$ cat src/rtl/fetch_sequencer_pkg.sv
// Shared constants and types for the instruction-fetch front end of the
// 16-bit three-stage core.
package fetch_sequencer_pkg;

  localparam int WORD_LEN       = 16;
  localparam int INSTR_MEM_SIZE = 256;
  localparam int INSTR_BYTES    = 2;

  localparam logic [15:0] NOOP = 16'h0000;

  typedef enum logic [1:0] {
    BOOT,
    RUN,
    HALT
  } fetch_state_t;

endpackage

$ cat src/rtl/fetch_sequencer_if.sv
// Instruction-memory bus: the fetch unit drives a byte address and the
// combinational memory returns the big-endian 16-bit word at that address.
interface fetch_sequencer_if #(
  parameter int WORD_LEN = 16
);
  logic [WORD_LEN-1:0] imem_addr_o;
  logic [WORD_LEN-1:0] imem_instr_i;

  modport master (output imem_addr_o, input  imem_instr_i);
  modport slave  (input  imem_addr_o, output imem_instr_i);
endinterface

$ cat src/rtl/fetch_sequencer_pc_target_calc.sv
// Branch/jump target: base + signed offset, forced even, folded into the
// instruction memory; flags an odd raw sum.
module pc_target_calc #(
  parameter int WORD_LEN  = 16,
  parameter int IMEM_SIZE = 256
) (
  input  logic        [WORD_LEN-1:0] base_i,
  input  logic signed [WORD_LEN-1:0] off_i,
  output logic        [WORD_LEN-1:0] target_o,
  output logic                       misalign_o
);

  localparam logic [WORD_LEN-1:0] ADDR_MASK = WORD_LEN'(IMEM_SIZE - 1);

  logic [WORD_LEN-1:0] sum;

  always_comb begin
    sum        = base_i + $unsigned(off_i);
    misalign_o = sum[0];
    target_o   = {sum[WORD_LEN-1:1], 1'b0} & ADDR_MASK;
  end

endmodule

$ cat src/rtl/fetch_sequencer.sv
// Instruction-fetch controller: owns the PC, fills the IF/ID register and
// sequences boot, stall, redirect-with-squash and halt.
module fetch_sequencer #(
  parameter int                         WORD_LEN  = fetch_sequencer_pkg::WORD_LEN,
  parameter int                         IMEM_SIZE = fetch_sequencer_pkg::INSTR_MEM_SIZE,
  parameter logic [WORD_LEN-1:0]        RESET_PC  = '0
) (
  input  logic                       clk,
  input  logic                       nReset,
  fetch_sequencer_if.master          imem,
  input  logic                       stall_i,
  input  logic                       redirect_i,
  input  logic        [WORD_LEN-1:0] redirect_pc_i,
  input  logic signed [WORD_LEN-1:0] redirect_off_i,
  input  logic                       halt_i,
  output logic        [WORD_LEN-1:0] if_instr_o,
  output logic        [WORD_LEN-1:0] if_pc_o,
  output logic                       if_valid_o,
  output logic                       misalign_o,
  output logic                       halted_o,
  output logic        [WORD_LEN-1:0] fetch_cnt_o
);
  import fetch_sequencer_pkg::*;

  localparam logic [WORD_LEN-1:0] ADDR_MASK = WORD_LEN'(IMEM_SIZE - 1);
  localparam logic [WORD_LEN-1:0] PC_STEP   = WORD_LEN'(INSTR_BYTES);
  localparam logic [WORD_LEN-1:0] CNT_MAX   = '1;

  fetch_state_t        state_q, state_d;
  logic [WORD_LEN-1:0] pc_q, pc_d;
  logic [WORD_LEN-1:0] if_instr_q, if_instr_d;
  logic [WORD_LEN-1:0] if_pc_q, if_pc_d;
  logic                if_valid_q, if_valid_d;
  logic                misalign_q, misalign_d;
  logic [WORD_LEN-1:0] fetch_cnt_q, fetch_cnt_d;

  logic [WORD_LEN-1:0] tgt_pc;
  logic                tgt_misalign;

  pc_target_calc #(
    .WORD_LEN  (WORD_LEN),
    .IMEM_SIZE (IMEM_SIZE)
  ) u_target (
    .base_i     (redirect_pc_i),
    .off_i      (redirect_off_i),
    .target_o   (tgt_pc),
    .misalign_o (tgt_misalign)
  );

  always_comb begin
    state_d     = state_q;
    pc_d        = pc_q;
    if_instr_d  = if_instr_q;
    if_pc_d     = if_pc_q;
    if_valid_d  = if_valid_q;
    fetch_cnt_d = fetch_cnt_q;
    misalign_d  = 1'b0;

    unique case (state_q)
      BOOT: begin
        // Settle cycle: nothing is latched, but a redirect still steers the PC.
        if (halt_i) begin
          state_d = HALT;
        end else begin
          state_d = RUN;
          if (redirect_i) begin
            pc_d       = tgt_pc;
            misalign_d = tgt_misalign;
          end
        end
      end
      RUN: begin
        if (halt_i) begin
          state_d    = HALT;
          if_instr_d = WORD_LEN'(NOOP);
          if_valid_d = 1'b0;
        end else if (redirect_i) begin
          // The word fetched this cycle is wrong-path; squash it to a NOOP.
          pc_d       = tgt_pc;
          if_instr_d = WORD_LEN'(NOOP);
          if_valid_d = 1'b0;
          misalign_d = tgt_misalign;
        end else if (!stall_i) begin
          if_instr_d = imem.imem_instr_i;
          if_pc_d    = pc_q;
          if_valid_d = 1'b1;
          pc_d       = (pc_q + PC_STEP) & ADDR_MASK;
          if (fetch_cnt_q != CNT_MAX) begin
            fetch_cnt_d = fetch_cnt_q + 1'b1;
          end
        end
      end
      HALT: ;
      default: state_d = BOOT;
    endcase
  end

  always_ff @(posedge clk) begin
    if (!nReset) begin
      state_q     <= BOOT;
      pc_q        <= RESET_PC;
      if_instr_q  <= '0;
      if_pc_q     <= '0;
      if_valid_q  <= 1'b0;
      misalign_q  <= 1'b0;
      fetch_cnt_q <= '0;
    end else begin
      state_q     <= state_d;
      pc_q        <= pc_d;
      if_instr_q  <= if_instr_d;
      if_pc_q     <= if_pc_d;
      if_valid_q  <= if_valid_d;
      misalign_q  <= misalign_d;
      fetch_cnt_q <= fetch_cnt_d;
    end
  end

  assign imem.imem_addr_o = pc_q;
  assign if_instr_o       = if_instr_q;
  assign if_pc_o          = if_pc_q;
  assign if_valid_o       = if_valid_q;
  assign misalign_o       = misalign_q;
  assign halted_o         = (state_q == HALT);
  assign fetch_cnt_o      = fetch_cnt_q;

endmodule

$ cat src/flat_wrapper.sv
// flat-port wrapper written by rule: the top's interface ports become plain ports
module fetch_sequencer_flat import fetch_sequencer_pkg::*;
#(
  parameter int                         WORD_LEN  = fetch_sequencer_pkg::WORD_LEN,
  parameter int                         IMEM_SIZE = fetch_sequencer_pkg::INSTR_MEM_SIZE,
  parameter logic [WORD_LEN-1:0]        RESET_PC  = '0
)
  (clk, nReset, stall_i, redirect_i, redirect_pc_i, redirect_off_i, halt_i, if_instr_o, if_pc_o, if_valid_o, misalign_o, halted_o, fetch_cnt_o, imem_imem_addr_o, imem_imem_instr_i);
  fetch_sequencer_if #(.WORD_LEN(WORD_LEN)) imem_i ();
  input  logic clk;
  input  logic nReset;
  input  logic stall_i;
  input  logic redirect_i;
  input  logic        [WORD_LEN-1:0] redirect_pc_i;
  input  logic signed [WORD_LEN-1:0] redirect_off_i;
  input  logic halt_i;
  output logic        [WORD_LEN-1:0] if_instr_o;
  output logic        [WORD_LEN-1:0] if_pc_o;
  output logic if_valid_o;
  output logic misalign_o;
  output logic halted_o;
  output logic        [WORD_LEN-1:0] fetch_cnt_o;
  output wire logic [$bits(imem_i.imem_addr_o)-1:0] imem_imem_addr_o;
  input wire logic [$bits(imem_i.imem_instr_i)-1:0] imem_imem_instr_i;
  assign imem_imem_addr_o = imem_i.imem_addr_o;
  assign imem_i.imem_instr_i = imem_imem_instr_i;
  fetch_sequencer #(.WORD_LEN(WORD_LEN), .IMEM_SIZE(IMEM_SIZE), .RESET_PC(RESET_PC)) u_core (.clk(clk), .nReset(nReset), .imem(imem_i), .stall_i(stall_i), .redirect_i(redirect_i), .redirect_pc_i(redirect_pc_i), .redirect_off_i(redirect_off_i), .halt_i(halt_i), .if_instr_o(if_instr_o), .if_pc_o(if_pc_o), .if_valid_o(if_valid_o), .misalign_o(misalign_o), .halted_o(halted_o), .fetch_cnt_o(fetch_cnt_o));
endmodule
$ cat config.mk
export PLATFORM = sky130hd
export DESIGN_NAME = fetch_sequencer_flat
export DESIGN_NICKNAME = d
export VERILOG_FILES = /design/src/rtl/fetch_sequencer_pkg.sv /design/src/rtl/fetch_sequencer_if.sv /design/src/rtl/fetch_sequencer_pc_target_calc.sv /design/src/rtl/fetch_sequencer.sv /design/src/flat_wrapper.sv
export SDC_FILE = /design/constraint.sdc
export NUM_CORES = 1
export LEC_CHECK = 0
export ABC_AREA = 1
export ABC_CLOCK_PERIOD_IN_PS = 2000
export BUFFER_PORTS_ARGS = -buffer_cell sky130_fd_sc_hd__buf_2
export CAP_MARGIN = 10
export CORE_MARGIN = 5
export CORE_UTILIZATION = 43
export DETAILED_ROUTE_END_ITERATION = 6
export PLACE_DENSITY = 0.71
export SLEW_MARGIN = 20
export SYNTH_ARGS = -nofsm -noshare
export SYNTH_HDL_FRONTEND = slang
export SYNTH_HIERARCHICAL = 1
export SYNTH_SLANG_ARGS = --single-unit
$ cat constraint.sdc
create_clock -name clk -period 2 [get_ports clk]
set_clock_uncertainty 0.05 [all_clocks]
set_input_delay 0.1 -clock clk [delete_from_list [all_inputs] [get_ports clk]]
set_output_delay 0.1 -clock clk [all_outputs]
set_load 0.02 [all_outputs]
; ---- Word-level counts from Yosys, hierarchy flattened
; Index checks and enable logic that the tools add are counted.
[classes]
bitwise_logic = 6
eq_ne = 9
reduce_logical = 9
addsub = 3
n_mux = 15
[op_table]
columns = cell, count
row1 = $mux W16, 8
row2 = $pmux W16 S2, 1
row3 = $add A16 B1 Y16 const B, 1
row4 = $ne A16 B16 Y1 const B, 1
row5 = $reduce_and A5 Y1, 2
row6 = $add A8 B2 Y8 const B, 1
row7 = $add A8 B8 Y8, 1
row8 = $ne A2 B2 Y1 const B, 4
row9 = $not A1 Y1, 6
row10 = $pmux W2 S3, 1
row11 = $mux W2, 2
row12 = $reduce_and A2 Y1, 2
row13 = $reduce_and A4 Y1, 1
row14 = $reduce_or A4 Y1, 1
row15 = $mux W1, 3
row16 = $ne A3 B1 Y1 const B, 1
row17 = $ne A3 B3 Y1 const B, 1
row18 = $eq A2 B1 Y1 const B, 1
row19 = $eq A2 B2 Y1 const B, 1
row20 = $logic_not A2 Y1, 1
row21 = $reduce_bool A2 Y1, 1
row22 = $reduce_or A2 Y1, 1
[word_totals]
wordCells = 49
ff_bits = 68

; ---- Longest topological paths before layout
[depth]
word_depth = 5
ltp_mapped = 13

; ---- Modules after synthesis
; The synthesis kept the hierarchy.
[by_module_without_submodules]
columns = mod, area_each_um2, instances, cells_each, seq_area_each_um2
row1 = fetch_sequencer, 2899.0, 1, 393, 1361.3
row2 = pc_target_calc, 432.9, 1, 70, 0.0

; ---- Worst setup path after synthesis
; Ideal clock, no wire load.
[synth_timing]
kind = register to register
start = register u_core.fetch_cnt_q[0] (netlist: u_core/fetch_cnt_o[0])
end = register u_core.fetch_cnt_q[3] (netlist: u_core/fetch_cnt_o[3])
arrival_ns = 1.527
path_stages_with_launch = 10
setup_slack_ns = 0.308
n_path_buf = 1
required_time_ns = 1.835
setup_ns = 0.115
path_cell_list = dfxtp_1 ha_1 inv_2 nor2_4 nand3_2 nand2_4 nand2_4 buf_6 a21oi_1 nor2_1
[synth_via]
elab_chain_cells = 2
elab_cells_between_ends = 3
classes_between = add/sub: 1 / eq/ne: 1 / reduce/logical: 1
[synth_rtl]
columns = element, line_no
row1 = from (decl), fetch_sequencer.sv:35  ; logic [WORD_LEN-1:0] fetch_cnt_q, fetch_cnt_d;
row2 = from (signal assigned), fetch_sequencer.sv:114  ; fetch_cnt_q <= fetch_cnt_d;
row3 = branches (longest 2 deep; another with $add A16 B1 Y16), --
; Several ways; the timed one is not identified.
; A chain may end at the register's enable or synchronous reset.

; ---- Worst setup path after layout
[layout_timing]
start = input halt_i
end = register u_core.fetch_cnt_q[9] (netlist: u_core/fetch_cnt_o[9])
[layout_via]
elab_chain_cells = 2
[layout_rtl]
columns = element, line_no
row1 = from (decl), flat_wrapper.sv:16  ; input logic halt_i;
row2 = $not A1 Y1 (no line), --
row3 = $reduce_and A5 Y1 (no line), --
; Every way passes these cells.

==> results.md <==
* Clk root buf: clkbuf_8
* Wire length per cell at 12.9 um
* DRC violations left at 0
* Htree depth at 3
* Leakage power at 2.02 nW
* Cells after synthesis at 463
* Placeable Area at 0.00765 mm^2
* Vias in the first global route at 3210
* Worst R2R Setup Slack at 240 ps
* Arrival time at the worst endpoint at 1970 ps
* Ys flop type: dfxtp_1
* Synth warn at 6
* Worst-Margin Slew at ~530 ps
* Vias at 3409
* Final worst-path cycle share at between 80% and 90%
* Setup TNS at 0 ps
* Critical Path, Cell by Cell: dlygate4sd3_1 -> buf_2 -> inv_1 -> nand2_1 -> nor2_8 -> nand2_4 -> nand2_4 -> nand3_1 -> nand2_1 -> nor2_1
* Max-Cap Viols at 0
* Number of diodes at 0
* Max Clk Rate at 0.561 GHz
* Synth top area cells: dfxtp_1 41%, nand2_1 13%, a21oi_1 8.4%
* Number of flops mapped to enable cells by yosys at 0
* DIE AREA at around 0.0096 mm^2
* Post-CTS resize count at 0
* Final min period at around 1800 ps
* Global-route wire length before repair at 14400 um
* Drt total wl at 8840 um
* Share of post-route cells with drive strength above 1 at approximately 23%
* Ports at 120
* Maximum VDD drop at 0.000479 V
* Max Root-Sink Buffers at 2
* Horiz. Die Dim at 98.0 um
* Power Density at 731 mW/mm^2
* CP endpoint kind: flop
* NumNets Final at 643
* Setup CP Type: in -> reg
* Startpoint types: input pin
* Port Buf Inserts at between 100 and 150
* Fraction of registers with async set/reset at 0%
* Count of final setup violators at 0
* Finished Cell Area at 0.00427 mm^2
* Grt ovf at 0
* Post-route antenna net violation count at 0
* Top cells by instance count after synthesis: 112 x nand2_1, 68 x dfxtp_1, 62 x nor2_1, 56 x a21oi_1
* Cell taking the most area after synthesis: dfxtp_1
* Post-DP Area at ~0.0039 mm^2
* Worst-path clk slew at 80 ps
* Data required time at the worst endpoint at 2180 ps
* Hold path startpoint: redirect_off_i[0]
* Clk_lat worst skew at 330 ps
* Initial core utilization at 43.6%
* Slowest CP cell: dlygate4sd3_1
* Gr usage total at 18.0%
* Cell Rows at 32
* CTS tree: yes
* Gp weighted congestion at 0.904
* Worst-path maximum fanout at 24
* Avg Inst Size Synth at 7.20 um^2
* Register area at 0.00136 mm^2
* Clock sinks at 68
* Critical Path Max Stage Delay at 540 ps
* Worst-case reg-to-reg path depth at 5
* Number of buffers created by CTS at 9
* Largest net degree at the start of global routing at 29
* Multi-input logic area at 0.00170 mm^2
* Avg Vias per Cell at 4.96
* Filler cells at ~750
* Hold crit path type: in -> reg
* RSZ-0062 raised after global routing: no
* Final Hold Fails at 0
* Status: complete, no violations
* Post-synth design cell area at 0.00333 mm^2
* Area grow syn2layout at 28.2%
* Sequential share of the synthesized area at 40.9%
* Drt pass-1 iters at 4
* Cell with the most instances after synthesis: nand2_1
* Post-CTS Repair Setup Buffers at 0
* Yosys cell types at 37
* Top-area cell type share of the netlist area at 40.9%
* Die H at 98.0 um
* Hold Path Cell Cnt at 3
* Slew HR at approximately two thirds
* Worst R2R Start: u_core/state_q[0]
* DRT iter0 DRCs at 145
* Initial antenna violation count at 0
* DP HPWL at 6200 um
* R2R Path End: u_core/if_instr_o[2]
* Max-slew violation count at 0
* Yosys reg bits at 68
* WHS Endpoint: u_core/misalign_o
## per-stage QoR
| stage | std cells | worst slack (ps) | power (mW) | hold WS [ps] | util [%] |
|---|---|---|---|---|---|
| after global routing | 687 | 41.0 | 3.26 | 64.7 | 55.9 |
| after global placement | 653 | 320 | 1.81 | 267 | 50.5 |
| after floorplan | 471 | 308 | 1.71 | 134 | - |
| final | 687 | 217 | 3.12 | 59.3 | 55.9 |
| after detailed placement | 653 | 285 | 1.82 | 268 | 50.5 |
| after CTS | 687 | 249 | 3.15 | 47.1 | 55.9 |
## cell type report
type                    count  area share [%]
clock buffers              10            3.22
clock inverters             6            2.23
inverters                  34            2.99
multi-input cells         342            39.7
flip-flops and latches     68            31.9
well taps                 102            2.99
repair buffers            125            17.0
## metal layers
layer,up-vias,track usage [%],part of all wire (%)
li1,1722,-,-
met1,1568,20.9,41
met2,101,31.6,49
met3,18,4.64,7.2
met4,0,7.03,2.2
met5,-,0,0
## cell families (layout without fill, tap and decap cells)
logic type,after synthesis,after routing,share of synthesized area [%]
flip-flops,68,68,40.9
other,1,9,0.113
XOR/XNOR,6,6,2.14
buffers and inverters,61,175,9.09
AND/OR/NAND/NOR,223,223,29.1
adder cells (fa/ha/maj),10,10,3.98
AO/OA/AOI/OAI,93,93,14.4
multiplexers,1,1,0.300
## power by group
group | switching [mW] | total (mW) | internal (mW) | leakage (nW)
sequential | 0.0322 | 1.42 | 1.39 | 0.551
clock | 0.554 | 1.30 | 0.747 | 0.117
combinational | 0.237 | 0.399 | 0.162 | 1.35
total | 0.823 | 3.12 | 2.30 | 2.02
## flip-flops by register name, summed over array words and instances, names as in the netlist
register / count
u_core/fetch_cnt_o: 16
u_core/if_instr_o: 16
u_core/if_pc_o: 16
u_core/if_valid_o: 1
u_core/imem.imem_addr_o: 16
u_core/misalign_o: 1
u_core/state_q: 2
## how the worst max path moves through the flow
stage | startpoint | slack, ps | cells after the start | endpoint
after floorplan | u_core/fetch_cnt_o[0] | 310 | 9 | u_core/fetch_cnt_o[3]
after global placement | u_core/fetch_cnt_o[0] | 320 | 8 | u_core/fetch_cnt_o[15]
after detailed placement | u_core/fetch_cnt_o[0] | 290 | 8 | u_core/fetch_cnt_o[4]
after CTS | halt_i | 250 | 10 | u_core/fetch_cnt_o[9]
after global routing | halt_i | 40 | 10 | u_core/fetch_cnt_o[9]
final | halt_i | 220 | 10 | u_core/fetch_cnt_o[9]
## placed cells by master (no fill, tap or decap), types with 3 or more instances in the layout
cell type	Yosys	routed
buf_2	2	103
xnor2_1	5	5
nand2_1	112	112
clkbuf_8	0	10
dlygate4sd3_1	0	18
nand3_1	30	30
ha_1	9	9
buf_4	11	4
nand4_1	5	5
a21oi_1	56	56
nor2_1	62	62
conb_1	1	9
nand2_4	3	3
inv_2	4	4
o21ai_0	30	30
dfxtp_1	68	68
inv_1	28	28
clkinv_4	0	3
## timing repair
action                                 in CTS  in global routing
setup endpoints to repair                   0                  0
endpoints found under the hold margin      18                  0
hold buffers                               18                  0
## critical path, delay by kind of cell
family | cells | cell delay [ps]
buffers and inverters | 3 | 740
and+or+nand+nor | 7 | 1110
Note: power is estimated with default switching activity, not from simulation.
